$ cat src/rtl/nx_node_control_inputs_pkg.sv
// rtl/nx_node_control_inputs_pkg.sv - shared types for the node control-input path
//
// Purpose: message and FSM types shared by the control-input stage, its
//          staging datapath and the testbench.
// Contents:
//   MSG_INDEX_W    width of the message index field (wider than any legal
//                  INPUTS index, so out-of-range indices can be expressed)
//   node_signal_t  decoded signal message {index, is_seq, state}
//   input_fsm_t    trigger FSM states {IDLE, FIRE, WAIT}
package nx_node_control_inputs_pkg;

  localparam int MSG_INDEX_W = 9;

  typedef struct packed {
    logic [MSG_INDEX_W-1:0] index;
    logic                   is_seq;
    logic                   state;
  } node_signal_t;

  typedef enum logic [1:0] {
    IDLE,
    FIRE,
    WAIT
  } input_fsm_t;

endpackage

$ cat src/rtl/nx_node_input_stage.sv
// rtl/nx_node_input_stage.sv - per-input staging datapath with tick merge
//
// Purpose: holds combinational input values (stage), sequential values
//          pending the next tick (seq + mask) and merges them on i_tick.
// Ports:
//   i_clk, i_rst    clock, synchronous active-high reset
//   i_tick          global tick: merge masked seq values into stage
//   i_wr_en         apply one in-range message this cycle
//   i_wr_index      input index of the message
//   i_wr_seq        1 = sequential (held until tick), 0 = combinational
//   i_wr_state      value carried by the message
//   o_stage         current staged input vector
module nx_node_input_stage #(
  parameter int INPUTS  = 32,
  parameter int INDEX_W = $clog2(INPUTS)
) (
  input  logic               i_clk,
  input  logic               i_rst,
  input  logic               i_tick,
  input  logic               i_wr_en,
  input  logic [INDEX_W-1:0] i_wr_index,
  input  logic               i_wr_seq,
  input  logic               i_wr_state,
  output logic [INPUTS-1:0]  o_stage
);

  logic [INPUTS-1:0] r_stage;
  logic [INPUTS-1:0] r_seq;
  logic [INPUTS-1:0] r_mask;
  logic [INPUTS-1:0] w_stage_nxt;
  logic [INPUTS-1:0] w_seq_nxt;
  logic [INPUTS-1:0] w_mask_nxt;

  // Tick merge is evaluated first; a same-cycle message is then layered on
  // top, so a combinational write overrides the merged bit and a sequential
  // write lands in the freshly cleared mask for the following tick.
  always_comb begin
    w_stage_nxt = r_stage;
    w_seq_nxt   = r_seq;
    w_mask_nxt  = r_mask;
    if (i_tick) begin
      w_stage_nxt = (r_stage & ~r_mask) | (r_seq & r_mask);
      w_mask_nxt  = '0;
    end
    if (i_wr_en) begin
      if (i_wr_seq) begin
        w_seq_nxt[i_wr_index]  = i_wr_state;
        w_mask_nxt[i_wr_index] = 1'b1;
      end else begin
        w_stage_nxt[i_wr_index] = i_wr_state;
      end
    end
  end

  always_ff @(posedge i_clk) begin
    if (i_rst) begin
      r_stage <= '0;
      r_seq   <= '0;
      r_mask  <= '0;
    end else begin
      r_stage <= w_stage_nxt;
      r_seq   <= w_seq_nxt;
      r_mask  <= w_mask_nxt;
    end
  end

  assign o_stage = r_stage;

endmodule

$ cat src/rtl/nx_node_control_inputs.sv
// rtl/nx_node_control_inputs.sv - message-driven input staging and core trigger
//
// Purpose: accepts decoded signal messages, stages per-input values and
//          fires a one-cycle evaluate strobe to the logic core.
// Ports:
//   i_clk, i_rst     clock, synchronous active-high reset
//   i_tick           global simulation tick (single-cycle pulse)
//   o_idle           no pending work and no live message
//   o_err            sticky: out-of-range message dropped
//   i_msg_data       decoded message {index, is_seq, state}
//   i_msg_valid      message valid
//   o_msg_ready      message ready (1 in every cycle after reset)
//   o_core_inputs    input vector presented to the logic core
//   o_core_trigger   one-cycle evaluate strobe
//   i_core_idle      logic core idle
module nx_node_control_inputs
  import nx_node_control_inputs_pkg::*;
#(
  parameter int INPUTS  = 32,
  parameter int INDEX_W = $clog2(INPUTS)
) (
  input  logic              i_clk,
  input  logic              i_rst,
  input  logic              i_tick,
  output logic              o_idle,
  output logic              o_err,
  input  node_signal_t      i_msg_data,
  input  logic              i_msg_valid,
  output logic              o_msg_ready,
  output logic [INPUTS-1:0] o_core_inputs,
  output logic              o_core_trigger,
  input  logic              i_core_idle
);

  input_fsm_t        r_state;
  logic              r_dirty;
  logic              r_err;
  logic              r_msg_ready;
  logic              r_core_trigger;
  logic [INPUTS-1:0] r_core_inputs;

  logic              w_accept;
  logic              w_in_range;
  logic              w_wr_en;
  logic              w_set_dirty;
  logic [INPUTS-1:0] w_stage;

  assign w_accept    = i_msg_valid & r_msg_ready;
  assign w_in_range  = (32'(i_msg_data.index) < 32'(INPUTS));
  assign w_wr_en     = w_accept & w_in_range;
  // Sequential messages do not dirty the core; only their tick does.
  assign w_set_dirty = (w_wr_en & ~i_msg_data.is_seq) | i_tick;

  nx_node_input_stage #(
    .INPUTS  (INPUTS),
    .INDEX_W (INDEX_W)
  ) u_stage (
    .i_clk      (i_clk),
    .i_rst      (i_rst),
    .i_tick     (i_tick),
    .i_wr_en    (w_wr_en),
    .i_wr_index (i_msg_data.index[INDEX_W-1:0]),
    .i_wr_seq   (i_msg_data.is_seq),
    .i_wr_state (i_msg_data.state),
    .o_stage    (w_stage)
  );

  always_ff @(posedge i_clk) begin
    if (i_rst) begin
      r_state        <= IDLE;
      r_dirty        <= 1'b0;
      r_err          <= 1'b0;
      r_msg_ready    <= 1'b0;
      r_core_trigger <= 1'b0;
      r_core_inputs  <= '0;
    end else begin
      r_msg_ready <= 1'b1;
      if (w_accept && !w_in_range) begin
        r_err <= 1'b1;
      end
      if (w_set_dirty) begin
        r_dirty <= 1'b1;
      end
      case (r_state)
        IDLE: begin
          if (r_dirty && i_core_idle) begin
            r_state        <= FIRE;
            r_core_trigger <= 1'b1;
            r_core_inputs  <= w_stage;
            // Work arriving on the sampling edge is not in this snapshot.
            r_dirty        <= w_set_dirty;
          end
        end
        FIRE: begin
          r_core_trigger <= 1'b0;
          r_state        <= WAIT;
        end
        WAIT: begin
          if (i_core_idle) begin
            r_state <= IDLE;
          end
        end
        default: begin
          r_state        <= IDLE;
          r_core_trigger <= 1'b0;
        end
      endcase
    end
  end

  assign o_idle         = (r_state == IDLE) && !r_dirty && !i_msg_valid;
  assign o_err          = r_err;
  assign o_msg_ready    = r_msg_ready;
  assign o_core_inputs  = r_core_inputs;
  assign o_core_trigger = r_core_trigger;

endmodule

$ cat config.mk
export PLATFORM = sky130hd
export DESIGN_NAME = nx_node_control_inputs
export DESIGN_NICKNAME = d
export VERILOG_FILES = /design/src/rtl/nx_node_control_inputs_pkg.sv /design/src/rtl/nx_node_input_stage.sv /design/src/rtl/nx_node_control_inputs.sv
export SDC_FILE = /design/constraint.sdc
export NUM_CORES = 1
export LEC_CHECK = 0
export CAP_MARGIN = 20
export CORE_MARGIN = 1
export CORE_UTILIZATION = 45
export DETAILED_ROUTE_END_ITERATION = 8
export PLACE_DENSITY = 0.67
export SYNTH_ARGS = -nofsm -noshare
export SYNTH_HDL_FRONTEND = slang
export SYNTH_SLANG_ARGS = --single-unit
$ cat constraint.sdc
create_clock -name i_clk -period 1.5 [get_ports i_clk]
set_clock_uncertainty 0.05 [all_clocks]
set_input_delay 0.45 -clock i_clk [delete_from_list [all_inputs] [get_ports i_clk]]
set_output_delay 0.45 -clock i_clk [all_outputs]
set_load 0.1 [all_outputs]
==> reports/metrics.yaml, run 1 <==
sta:
  finalCriticalPeriod_ps: 1780
  worstMarginPinSlew_ps: 375
  hold_viol: 0
  fin_crit_sh_pct: 119
  report.final.setup_viol: 1
  fmax_mhz: 561
  rsz0062_at_grt: "yes"
  setup_tns_ps: -283
  slew_violations: 0
  slew_headroom_pct: 75.0
  setup_slack_ps: -283
  whs_ps: 390
placement:
  gp_congestion: 0.798
  preCtsSetupSlack_ps: -591
  dp.cells: 854
  numPortBuffers: 51
  hpwl_microns: 9190
  placed_area_sq_mm: 0.00713
worst_setup_path:
  arrival_ps: 1280
  worst_setup_path_start_kind: "flop"
  crit_chain: "nor4_4 > buf_12"
  cpMaxStageDelayCell: "dfxtp_4"
  worst_ep_required_time_ps: 1000
  crit_type: "flop to output pin"
  critPathMaxFanout: 2
  worstSetupEndpointType: "output pin"
  rr_worst_depth: 6
  cpPeakStageDelay_ps: 350
routing:
  via_per_inst: 5.72
  drc_errors: 0
  drtIter0Drc: 383
  vias: 5128
  first_pass_iters: 5
  post_drt_wl_per_cell_microns: 17.6
  drt-total-wl_microns: 15700
  detail-route-antenna-nets: 0
power:
  power_switching_mw: 1.88
  comb_power_share_pct: 7.5
  leakagePower_nw: 3.36
  p_clk_share_pct: 50.2
  intPower_mw: 6.59
  p_sw_share_pct: 22.2
  power.density_mw_per_mm2: 1050
  pwr-share-seq_pct: 42.3
  design_power_total_mw: 8.47
  ir_worst_vdd_mv: 0.752
yosys:
  ys_seq_elements: 134
  syn_area_sq_mm: 0.00578
  yosysSeqAreaShare_pct: 46.4
  yosysUniqueCellTypes: 30
  synthCells: 651
  avgSynthCellArea_sq_um: 8.88
  synthesis.nets: 667
  yosys_warnings: 0
floorplan:
  die_width_microns: 115
  die_h_microns: 115
  io_pins: 52
  initial_core_util_pct: 46.0
  dieArea_sq_mm: 0.0133
  row_count: 41
  coreArea_sq_mm: 0.0126
cts:
  insertion_delay_ps: 420
  clock-root-buffer: "clkbuf_16"
  cts.sinks: 134
  clock_path_buffers: 2
  cts-hold-fix-buffers: 0
  cts_buffers: 17
  clkTransAtPathRegs_ps: 60
  cts_tree: "built"
  htree_levels: 4
outcome:
  violations: "setup timing"
  status: "finished, violations left"
finish:
  drive_above_1_share_pct: 26.1
  regArea_sq_mm: 0.00273
  diodes: 0
  finalNonFillerCells: 897
  final_util_pct: 64.0
  multi_input_area_sq_mm: 0.00289
  design_area_sq_mm: 0.00804
  final.fill_count: 1018
  fin_nets: 728
  layout_commonest_cell: "dfxtp_1"
  layout_common_cells: "dfxtp_1, nand2_1, mux2i_1"
  syn2layout_area_growth_pct: 39.1
global_routing:
  grt_pass1_wl_microns: 24300
  grtUsageTotal_pct: 23.8
  overflow: 0
  grt_max_degree: 68
  grt_pass1_vias: 4923
  antenna_found_initial: 0
run:
  max_cap_viol_count: 0
worst_hold_path:
  hold_path_depth: 2
  hold_class: "flop to flop"
-- worst max-delay path, delay by kind of cell (launching register included) --
family	cells	cell delay (ps)
buf+inv	1	210
simple gates	1	300
flops	1	350
-- state kept, by name, summed over array words and instances, names as in the netlist --
| name | count |
|---|---|
| o_core_inputs | 32 |
| o_core_trigger | 1 |
| o_err | 1 |
| o_msg_ready | 1 |
| r_dirty | 1 |
| r_state | 2 |
| u_stage.o_stage | 32 |
| u_stage.r_mask | 32 |
| u_stage.r_seq | 32 |
-- synthesized netlist by cell type --
| library cell | number | area (sq um) |
|---|---|---|
| dfxtp_1 | 134 | 2680 |
| nand2_1 | 97 | 364 |
| a21oi_1 | 66 | 330 |
| mux2i_1 | 65 | 651 |
| nand4_1 | 63 | 394 |
| clkbuf_1 | 43 | 161 |
| and3_1 | 34 | 213 |
| a21boi_0 | 32 | 240 |
| nand2b_1 | 32 | 200 |
| o21ai_0 | 31 | 155 |
| buf_2 | 15 | 75.1 |
| and3b_1 | 6 | 52.6 |
| nor3b_2 | 6 | 75.1 |
| buf_4 | 4 | 30.0 |
| buf_1 | 3 | 11.3 |
| nor2_1 | 3 | 11.3 |
| nor2b_1 | 2 | 12.5 |
| nor3_2 | 2 | 20.0 |
| o21a_1 | 2 | 15.0 |
| and2_1 | 1 | 6.26 |
| and4_1 | 1 | 8.76 |
| buf_6 | 1 | 11.3 |
| clkbuf_2 | 1 | 5.00 |
| inv_1 | 1 | 3.75 |
| nand3b_1 | 1 | 7.51 |
| nand4bb_1 | 1 | 11.3 |
| nor4_1 | 1 | 6.26 |
| nor4_2 | 1 | 12.5 |
| nor4bb_1 | 1 | 10.0 |
| o21ai_1 | 1 | 5.00 |
-- kinds of logic after synthesis --
family / count (synthesis) / synth area share, %
DFF: 134 / 46.4
muxes: 65 / 11.3
and+or+nand+nor: 252 / 24.3
AOI/OAI and AO/OA: 132 / 12.9
buffers and inverters: 68 / 5.15
-- routing by layer --
layer | vias to the layer above | track usage, % | share of wire [%]
met5 | - | 0 | 0
met4 | 0 | 10.3 | 3.1
met3 | 35 | 6.01 | 5.1
met2 | 158 | 40.4 | 50
met1 | 2508 | 28.6 | 42
li1 | 2427 | - | -
-- cell type report --
cell class / instances / area share, %
Clock buffer: 23 / 6.07
Clock inverter: 9 / 1.52
Inverter: 1 / 0.0467
Multi-Input combinational cell: 449 / 35.9
Sequential cell: 134 / 34.0
Tap cell: 172 / 2.68
Timing Repair Buffer: 109 / 19.8
-- power by group through the flow --
stage / combinational (mW) / clock [mW] / sequential (mW)
finish: 0.639 / 4.25 / 3.58
global placement: 0.563 / 0 / 3.66
detailed placement: 0.572 / 0 / 3.66
global route: 0.670 / 4.44 / 3.58
floorplan: 0.276 / 0 / 3.69
CTS: 0.591 / 4.31 / 3.58
-- timing repair --
| item | CTS | global route |
|---|---|---|
| gates cloned | 3 | 3 |
| gates resized for setup | 29 | 44 |
| setup endpoints to repair | 106 | 80 |
| pin swaps | 4 | 6 |
| buffers inserted | 3 | 2 |
-- final timing paths --
| check | from | endpoint | slack, ps |
|---|---|---|---|
| max | r_state[0] | o_idle | -280 |
| min | u_stage.o_stage[27] | o_core_inputs[27] | 390 |
| max reg2reg | r_state[0] | o_core_inputs[30] | 20 |
| min reg2reg | u_stage.o_stage[27] | o_core_inputs[27] | 390 |
Note: power is estimated with default switching activity, not from simulation.
==> run 2: changes to the inputs <==
--- a/config.mk
+++ b/config.mk
@@ -6,10 +6,13 @@
 export NUM_CORES = 1
 export LEC_CHECK = 0
 export CAP_MARGIN = 20
+export CELL_PAD_IN_SITES_DETAIL_PLACEMENT = 1
+export CELL_PAD_IN_SITES_GLOBAL_PLACEMENT = 1
 export CORE_MARGIN = 1
-export CORE_UTILIZATION = 45
+export CORE_UTILIZATION = 40
+export CTS_CLUSTER_DIAMETER = 100
 export DETAILED_ROUTE_END_ITERATION = 8
-export PLACE_DENSITY = 0.67
+export PLACE_DENSITY_LB_ADDON = 0.1
 export SYNTH_ARGS = -nofsm -noshare
 export SYNTH_HDL_FRONTEND = slang
 export SYNTH_SLANG_ARGS = --single-unit
==> run 2 against run 1 <==
Against the previous run:
- the flow still finishes with violations (setup timing)
- global-route usage grew 2.8 points
- sequential power is essentially flat
- utilization shrank 6.3 points
- combinational power grew 3%
- routed wire length grew 23%
- register-to-register slack lost 30 ps
- setup slack lost 24 ps
- maximum frequency shrank 1.3%
- power grew 5.0%
- first-iteration DRC count shrank 6.5%
- flip-flop and latch count is the same
- highest routed layer unchanged
==> reports/metrics.yaml, run 2 (synthesized netlist as in run 1, its figures left out) <==
power:
  ir_worst_vdd_mv: 0.958  # was 0.752 mV
  design_power_total_mw: 8.90  # was 8.47 mW
  power.density_mw_per_mm2: 1100  # was 1050 mW/mm^2
  leakagePower_nw: 3.37  # was 3.36 nW
routing:
  first_pass_iters: 4  # was 5
  via_per_inst: 5.81  # was 5.72
  drt-total-wl_microns: 19400  # was 15700 microns
  drc_errors: 0  # unchanged
  vias: 5254  # was 5128
  drtIter0Drc: 358  # was 383
  post_drt_wl_per_cell_microns: 21.5  # was 17.6 microns
  detail-route-antenna-nets: 0  # unchanged
finish:
  fin_nets: 727  # was 728
  design_area_sq_mm: 0.00807  # was 0.00804 sq mm
  layout_common_cells: "dfxtp_1, nand2_1, mux2i_1"  # unchanged
  multi_input_area_sq_mm: 0.00291  # was 0.00289 sq mm
  final.fill_count: 1504  # was 1018
  syn2layout_area_growth_pct: 39.6  # was 39.1%
  regArea_sq_mm: 0.00273  # about the same
  final_util_pct: 57.7  # was 64.0%
  drive_above_1_share_pct: 27.3  # was 26.1%
  diodes: 0  # unchanged
  layout_commonest_cell: "dfxtp_1"  # unchanged
worst_setup_path:
  worstSetupEndpointType: "output pin"  # unchanged
  r2r_slack_ps: -10  # was 20 ps
  cpMaxStageDelayCell: "dfxtp_4"  # unchanged
  rr_worst_depth: 6  # unchanged
  r2r_end: "o_core_inputs[31]"  # was o_core_inputs[30]
  worst_setup_path_start_kind: "flop"  # unchanged
  worst_ep_required_time_ps: 1000  # about the same
  crit_type: "flop to output pin"  # unchanged
  r2r-start: "r_state[0]"  # unchanged
  critPathMaxFanout: 2  # unchanged
  crit_chain: "nor4_4 > buf_12"  # unchanged
  arrival_ps: 1310  # was 1280 ps
  cpPeakStageDelay_ps: 350  # about the same
worst_hold_path:
  hold_path_depth: 2  # unchanged
  min_to: "o_core_inputs[10]"  # was o_core_inputs[27]
  hold_start: "u_stage.o_stage[10]"  # was u_stage.o_stage[27]
  hold_class: "flop to flop"  # unchanged
sta:
  slew_violations: 0  # unchanged
  fin_crit_sh_pct: 120  # was 119%
  setup_slack_ps: -307  # was -283 ps
  finalCriticalPeriod_ps: 1810  # was 1780 ps
  hold_viol: 0  # unchanged
  slew_headroom_pct: 58.9  # was 75.0%
  rsz0062_at_grt: "yes"  # unchanged
  whs_ps: 396  # was 390 ps
  fmax_mhz: 554  # was 561 MHz
  report.final.setup_viol: 3  # was 1
  worstMarginPinSlew_ps: 617  # was 375 ps
run:
  max_cap_viol_count: 0  # unchanged
cts:
  clkTransAtPathRegs_ps: 60  # about the same
  clock-root-buffer: "clkbuf_16"  # unchanged
  cts.sinks: 134  # unchanged
  cts_tree: "built"  # unchanged
  clock_path_buffers: 2  # unchanged
  cts_buffers: 17  # unchanged
  htree_levels: 4  # unchanged
  insertion_delay_ps: 430  # was 420 ps
floorplan:
  io_pins: 52  # unchanged
  initial_core_util_pct: 41.3  # was 46.0%
  die_h_microns: 122  # was 115 microns
  dieArea_sq_mm: 0.0149  # was 0.0133 sq mm
  row_count: 43  # was 41
  die_width_microns: 122  # was 115 microns
  coreArea_sq_mm: 0.0140  # was 0.0126 sq mm
placement:
  placed_area_sq_mm: 0.00709  # was 0.00713 sq mm
  numPortBuffers: 51  # unchanged
  hpwl_microns: 10600  # was 9190 microns
  gp_congestion: 0.720  # was 0.798
  preCtsSetupSlack_ps: -766  # was -591 ps
outcome:
  violations: "setup timing"  # unchanged
  status: "finished, violations left"  # unchanged
global_routing:
  grtUsageTotal_pct: 26.6  # was 23.8%
  antenna_found_initial: 0  # unchanged
  grt_max_degree: 68  # unchanged
  grt_pass1_vias: 5585  # was 4923
  overflow: 0  # unchanged
  grt_pass1_wl_microns: 29800  # was 24300 microns
run 2: metal layers:
| layer | track usage (%) | vias up | share of wire [%] |
|---|---|---|---|
| met4 | 11.6 | 0 | 3.0 |
| li1 | - | 2428 | - |
| met5 | 0 | - | 0 |
| met1 | 31.1 | 2660 | 42 |
| met3 | 5.44 | 41 | 4.1 |
| met2 | 46.7 | 125 | 51 |
run 2: area by class of cell:
type / count / area share, %
Tap cell: 180 / 2.79
Clock buffer: 19 / 5.61
Inverter: 1 / 0.0465
Timing Repair Buffer: 108 / 19.1
Sequential cell: 134 / 33.9
Multi-Input combinational cell: 449 / 36.0
Clock inverter: 13 / 2.51
run 2: per-stage QoR:
step                      cells  TNS (ps)
after global routing        904     -1470
final                       904      -328
after floorplan             651      -430
after detailed placement    860    -75010
after global placement      860    -70470
after CTS                   898      -333
run 2: repair_timing:
item	in CTS	in global routing
setup buffers	2	6
gates cloned	5	2
setup endpoints to repair	130	71
pin swaps	4	7
gates resized for setup	55	28
hold buffers	0	0
run 2: critical path: cells and delay by family (launching register included):
family                 cells  cell delay, ps
buffers and inverters      1             220
DFF                        1             350
and+or+nand+nor            1             320
run 2: power breakdown:
group / switching [mW] / internal [mW]
Combinational: 0.415 / 0.244
Sequential: 0.0117 / 3.57
Clock: 1.63 / 3.03
run 2: worst max path at each step:
stage	cells past startpoint	slack (ps)	end	start
final	2	-310	o_idle	r_state[0]
after global routing	2	-350	o_idle	r_state[0]
after CTS	2	-330	o_idle	r_state[0]
after detailed placement	5	-770	u_stage.r_seq[30]	i_msg_data[10]
after global placement	5	-700	u_stage.o_stage[29]	i_msg_data[2]
after floorplan	1	-430	o_idle	r_state[1]
==> patch 1: new RTL, flow settings as in run 2 <==
`INPUTS` is set to 32 in 2 places; all go to 64.
--- a/src/rtl/nx_node_input_stage.sv
+++ b/src/rtl/nx_node_input_stage.sv
@@ -12,5 +12,5 @@
 //   o_stage         current staged input vector
 module nx_node_input_stage #(
-  parameter int INPUTS  = 32,
+  parameter int INPUTS  = 64,
   parameter int INDEX_W = $clog2(INPUTS)
 ) (
--- a/src/rtl/nx_node_control_inputs.sv
+++ b/src/rtl/nx_node_control_inputs.sv
@@ -17,5 +17,5 @@
   import nx_node_control_inputs_pkg::*;
 #(
-  parameter int INPUTS  = 32,
+  parameter int INPUTS  = 64,
   parameter int INDEX_W = $clog2(INPUTS)
 ) (
Ports: changed (resized o_core_inputs); port bits go from 52 to 84. The function was not compared with the original's and may differ.
==> patch 1 against run 2 <==
- sequential cell count increased by 128
- largest power group unchanged
- the run still ends with negative setup slack left
- design area increased by 110%
- wire length increased by 100%
- worst setup slack got worse by 0.12 ns
- largest cell class unchanged
- die area increased by 95%
- global-route usage decreased by 1.7 points
- register-to-register slack got worse by 0.26 ns
- highest routed layer unchanged
- area after synthesis increased by 97%
- clock power increased by 62%
- power increased by 79%
- non-clock buffer count increased by 115
==> patch 1: results (changes against run 2) <==
** Outcome
- Run status :: complete, but fails checks
- The final reports fail on negative setup slack.

** Pwr
- The net switching power of the design was 3.86 mW (+87%).
- The combinational group share of total power was 9.3% (+1.9 points).
- Overall power :: 16.0 mW (+79%)
- Worst ir drop on vdd :: 843 uV (-12%)
- The static power due to leakage was 7.40 nW (+120%).

** Synth
- The sequential fraction of the synthesis area is 46.1% (-0.31 points).
- Dominant cells by area after synthesis :: sky130_fd_sc_hd__dfxtp_1, sky130_fd_sc_hd__mux2i_1, sky130_fd_sc_hd__nand4_1
- Ranked by instance count, the synthesized netlist is headed by sky130_fd_sc_hd__dfxtp_1, sky130_fd_sc_hd__nand2_1, sky130_fd_sc_hd__a21oi_1, sky130_fd_sc_hd__mux2i_1, sky130_fd_sc_hd__nand4_1.
- The synthesized netlist net count is 1281 (+92%).

** Global route
- The global router's overall resource usage came to 24.9% (-1.7 points).
- The routing usage on met2 was 44.2% (-2.6 points).
- The pin count of the biggest net entering global routing was 70 (+2.9%).
- The met1 usage was 31.9% (+0.78 points).
- The met3 capacity usage during global routing came to 2.43% (-3.0 points).

** Detailed routing
- The number of violations reported at the end of detailed-routing iteration 0 is 599 (+67%).
- The routed wirelength normalized by instance count was 22.0 um (+2.7%).
- The routed length on met2 was 19400 um (+95%).
- The routed via count is 10200 (+95%).

** CTS
- Bufs on Longest Clock Path :: 3 (+1)
- CTS buffer count :: 31 (+14)
- H-tree levels :: 1 (-3)

** Worst setup path
- Data arrival time of the worst path :: 1.42 ns (+0.11 ns)

** Timing
- Worst setup slack after layout :: -0.422 ns (-0.115 ns)
- Shortest period the worst path allows :: 1.92 ns (+0.115 ns)
- The final count of negative-setup-slack endpoints is 134 (+131).

** Finish
- Count of fill cells added during filler insertion :: 2873 (+91%)
- The fraction of final layout cells with drive strength greater than 1 was 36.1% (+8.8 points).

** Placement
- The number of port buffers was 83 (+63%).
- The worst setup timing slack at the placement stage is -0.698 ns (+0.0678 ns).
- The estimated wirelength of the detail-placed design came to 19800 um (+87%).
- Global placement routability congestion :: 0.733 (+1.8%)

** Worst hold path
- Worst min-delay path category :: input port to flop
## patch 1: kinds of logic (layout without fill, tap and decap cells)
kind of cell	count (synthesis)	count (layout)	synth area share [%]
DFF	262	262	46.1
muxes	129	129	11.3
and+or+nand+nor	478	478	23.1
buffers and inverters	137	278	6.63
AOI/OAI and AO/OA	259	259	12.9
## patch 1: worst max-delay path, delay by kind of cell (launching register included)
kind | cells | cell delay (ns)
AND/OR/NAND/NOR | 1 | 0.30
buffers and inverters | 1 | 0.21
flip-flops | 1 | 0.35
## patch 1: repair_timing
item,4_1_cts,5_1_grt
hold endpoints to repair,0,0
gates cloned,9,10
setup endpoints to repair,152,225
pin swaps,42,79
resized for setup,177,181
setup buffers,20,26
## patch 1: stage by stage
stage | area (sq um) | hold WS [ns] | utilization, % | instances
2_1_floorplan | 11400 | 0.378 | - | 1265
3_3_place_gp | 13800 | 0.390 | 49.6 | 1672
3_5_place_dp | 13800 | 0.394 | 49.6 | 1672
4_1_cts | 15700 | 0.290 | 56.3 | 1754
5_1_grt | 16700 | 0.315 | 59.9 | 1784
6_report | 16700 | 0.319 | 59.9 | 1784
## patch 1: worst paths after layout
kind | start | to | slack (ns) | cells past startpoint
max | r_state[0] | o_idle | -0.42 | 2
min | i_tick | u_stage.r_mask[63] | 0.32 | 3
max reg2reg | r_state[0] | o_core_inputs[17] | -0.27 | 8
min reg2reg | u_stage.o_stage[54] | o_core_inputs[54] | 0.39 | 2
## patch 1: final cells by class
cell class	instances	area [sq um]	area share, %
Clock inverter	6	80.1	0.480
Sequential cell	262	5390	32.3
Clock buffer	48	940	5.63
Timing Repair Buffer	223	3550	21.3
Tap cell	378	473	2.83
Inverter	1	5.00	0.0300
Multi-Input combinational cell	866	6250	37.4
==> patch 2: new RTL, settings of run 2 <==
Without the edit above. Reset style: asynchronous (`i_rst`), changed in 2 clocked blocks. Comments in the files are not updated.
--- a/src/rtl/nx_node_input_stage.sv
+++ b/src/rtl/nx_node_input_stage.sv
@@ -53,5 +53,5 @@
   end
 
-  always_ff @(posedge i_clk) begin
+  always_ff @(posedge i_clk or posedge i_rst) begin
     if (i_rst) begin
       r_stage <= '0;
--- a/src/rtl/nx_node_control_inputs.sv
+++ b/src/rtl/nx_node_control_inputs.sv
@@ -66,5 +66,5 @@
   );
 
-  always_ff @(posedge i_clk) begin
+  always_ff @(posedge i_clk or posedge i_rst) begin
     if (i_rst) begin
       r_state        <= IDLE;
Behaviour: differs if i_rst is asserted again (counterexample within 4 cycles, from zero or initial values and one cycle with i_rst high); with i_rst held inactive, the same outputs for 4 cycles.
==> patch 2 against run 2 <==
- area after synthesis is 6.6% higher
- register-to-register slack worse by 0.14 ns
- design area is 21% higher
- sequential cell count stayed put
- worst setup slack worse by 0.11 ns
- count of clock-buffer cells in the layout is 7 higher
- wire length is 17% higher
- critical path type is now input port to flop
- the flow still finishes with violations (negative setup slack)
Power is not compared: it rests on default switching activity, and its combinational part moved more than twofold at a synthesized area within 25%.
==> patch 2: results (changes against run 2) <==
** Worst setup path
- Worst setup path start :: i_msg_data[7]
- Worst setup path endpoint :: u_stage.r_seq[7]
- The largest fanout of any net on the critical path is 5 (+3).
- In this run the critical register-to-register path is captured at u_stage.r_seq[3].
- The data arrival time at the worst-slack endpoint was 2.18 ns (+0.87 ns).
- The worst reg-to-reg setup slack is -0.15 ns (-0.14 ns).
- The cell count of the worst reg-to-reg path is 4 (-2).
- Critical register-to-register path startpoint :: o_msg_ready

** Global route
- The pin count of the biggest net entering global routing was 65 (-4.4%).
- Overall track demand over capacity in global routing :: 27.6% (+0.97 points)
- Number of global-route vias before repair :: 5496 (-1.6%)
- The wire length of the first global-routing pass came to 32500 um (+8.9%).

** Finish
- The number of antenna repair diodes is 0 (unchanged).
- The number of nets in the layout is 664 (-8.7%).
- The final cell count without fillers was 847 (-6.3%).
- Layout cells sized above 1 :: 55.1% (+28 points)

** Timing
- Worst hold margin :: 0.451 ns (+0.0552 ns)
- The setup TNS was -10.80 ns (-10.48 ns).
- Final setup violation count :: 100 (+97)
- Worst setup slack after layout :: -0.421 ns (-0.115 ns)

** Detailed routing
- First-pass iteration count of the detailed router :: 5 (+1)
- The routed via count is 5125 (-2.5%).
- The routed wirelength normalized by instance count was 26.8 um (+25%).
- DRT iter0 DRCs :: 384 (+7.3%)

** Synth
- Commonest cells post-synth :: sky130_fd_sc_hd__dfrtp_1, sky130_fd_sc_hd__mux2_2, sky130_fd_sc_hd__inv_1
- The synthesized netlist net count is 533 (-20%).
- The sequential fraction of the synthesis area was 54.4% (+8.0 points).
- Ys async rst share :: 100% (+100 points)
- Gate Count Post-Synth :: 517 (-21%)
- Number of distinct library cells after synthesis :: 29 (-3.3%)
- Dominant cells by area after synthesis :: sky130_fd_sc_hd__dfrtp_1, sky130_fd_sc_hd__mux2_2, sky130_fd_sc_hd__mux2_1
- The most used flip-flop cell after synthesis is sky130_fd_sc_hd__dfrtp_1.

** Outcome
- Violated checks :: negative setup slack
- The flow ran to the end, but the final reports show violations.

** Pwr
- VDD sags by at most roughly 1300 uV.
- Leak pwr :: 4.50 nW

** Worst hold path
- Worst hold start :: u_stage.o_stage[18]
- The worst hold path belongs to the class flop to flop.
- Hold Path Stages :: 1 (-1)
- The worst hold path terminates at o_core_inputs[18].

** Placement
- Hpwl dp :: 10900 um (+3.0%)
- The worst setup timing slack at the placement stage came to -1.04 ns (-0.273 ns).
- Global placement routability congestion :: 0.753 (+4.6%)
- The instance count after placement with tap cells included was 773 (-10%).
- The total cell area at the placement stage was 7730 sq um (+9.1%).

** CTS
- Resized Gates After CTS :: 169 (+210%)
- Post-CTS Setup Repair Bufs :: 24 (+22)
- After clock tree synthesis, the clock-pin slew on the worst setup and hold paths is approximately 0.05 ns.
- Root buffer selected by CTS :: sky130_fd_sc_hd__clkbuf_16
patch 2: cell types whose count changed after synthesis, sizes merged, moves of 35 or more:
cell / delta
nand2: -64
a21oi: -65
inv: +35
dfxtp: -134
mux2i: -65
mux2: +128
dfrtp: +134
patch 2: power breakdown:
group | switching [mW] | total [mW] | internal, mW
logic | 0.963 | 1.61 | 0.648
registers | 0.0969 | 3.79 | 3.70
clock network | 1.54 | 3.84 | 2.30
patch 2: cell families after synthesis:
| logic type | count (synthesis) | share of synthesized area [%] |
|---|---|---|
| AO/OA/AOI/OAI | 37 | 3.78 |
| other | 1 | 0.0609 |
| multiplexers | 128 | 23.4 |
| buffers and inverters | 82 | 5.56 |
| AND/OR/NAND/NOR | 135 | 12.8 |
| flip-flops | 134 | 54.4 |
patch 2: cell type report:
cell class,instances,area (sq um)
Fill cell,1386,5420
Clock inverter,4,20.0
Multi-Input combinational cell,301,3230
Inverter,36,139
Timing Repair Buffer,158,2240
Sequential cell,134,3350
Tap cell,188,235
Clock buffer,26,509
patch 2: critical path, stage by stage:
cell and delay (ns):
sky130_fd_sc_hd__buf_6 0.09, sky130_fd_sc_hd__or4_4 0.56, sky130_fd_sc_hd__buf_12 0.16, sky130_fd_sc_hd__buf_12 0.13, sky130_fd_sc_hd__buf_16 0.14, sky130_fd_sc_hd__buf_6 0.12, sky130_fd_sc_hd__nor4_4 0.18, sky130_fd_sc_hd__mux2_4 0.33
patch 2: routing by layer:
metal | track usage (%) | share of wire (%) | up-vias
met5 | 0 | 0 | -
met4 | 14.0 | 3.6 | 0
met3 | 4.89 | 4.2 | 67
met2 | 46.8 | 51 | 207
met1 | 33.7 | 41 | 2702
li1 | - | - | 2149
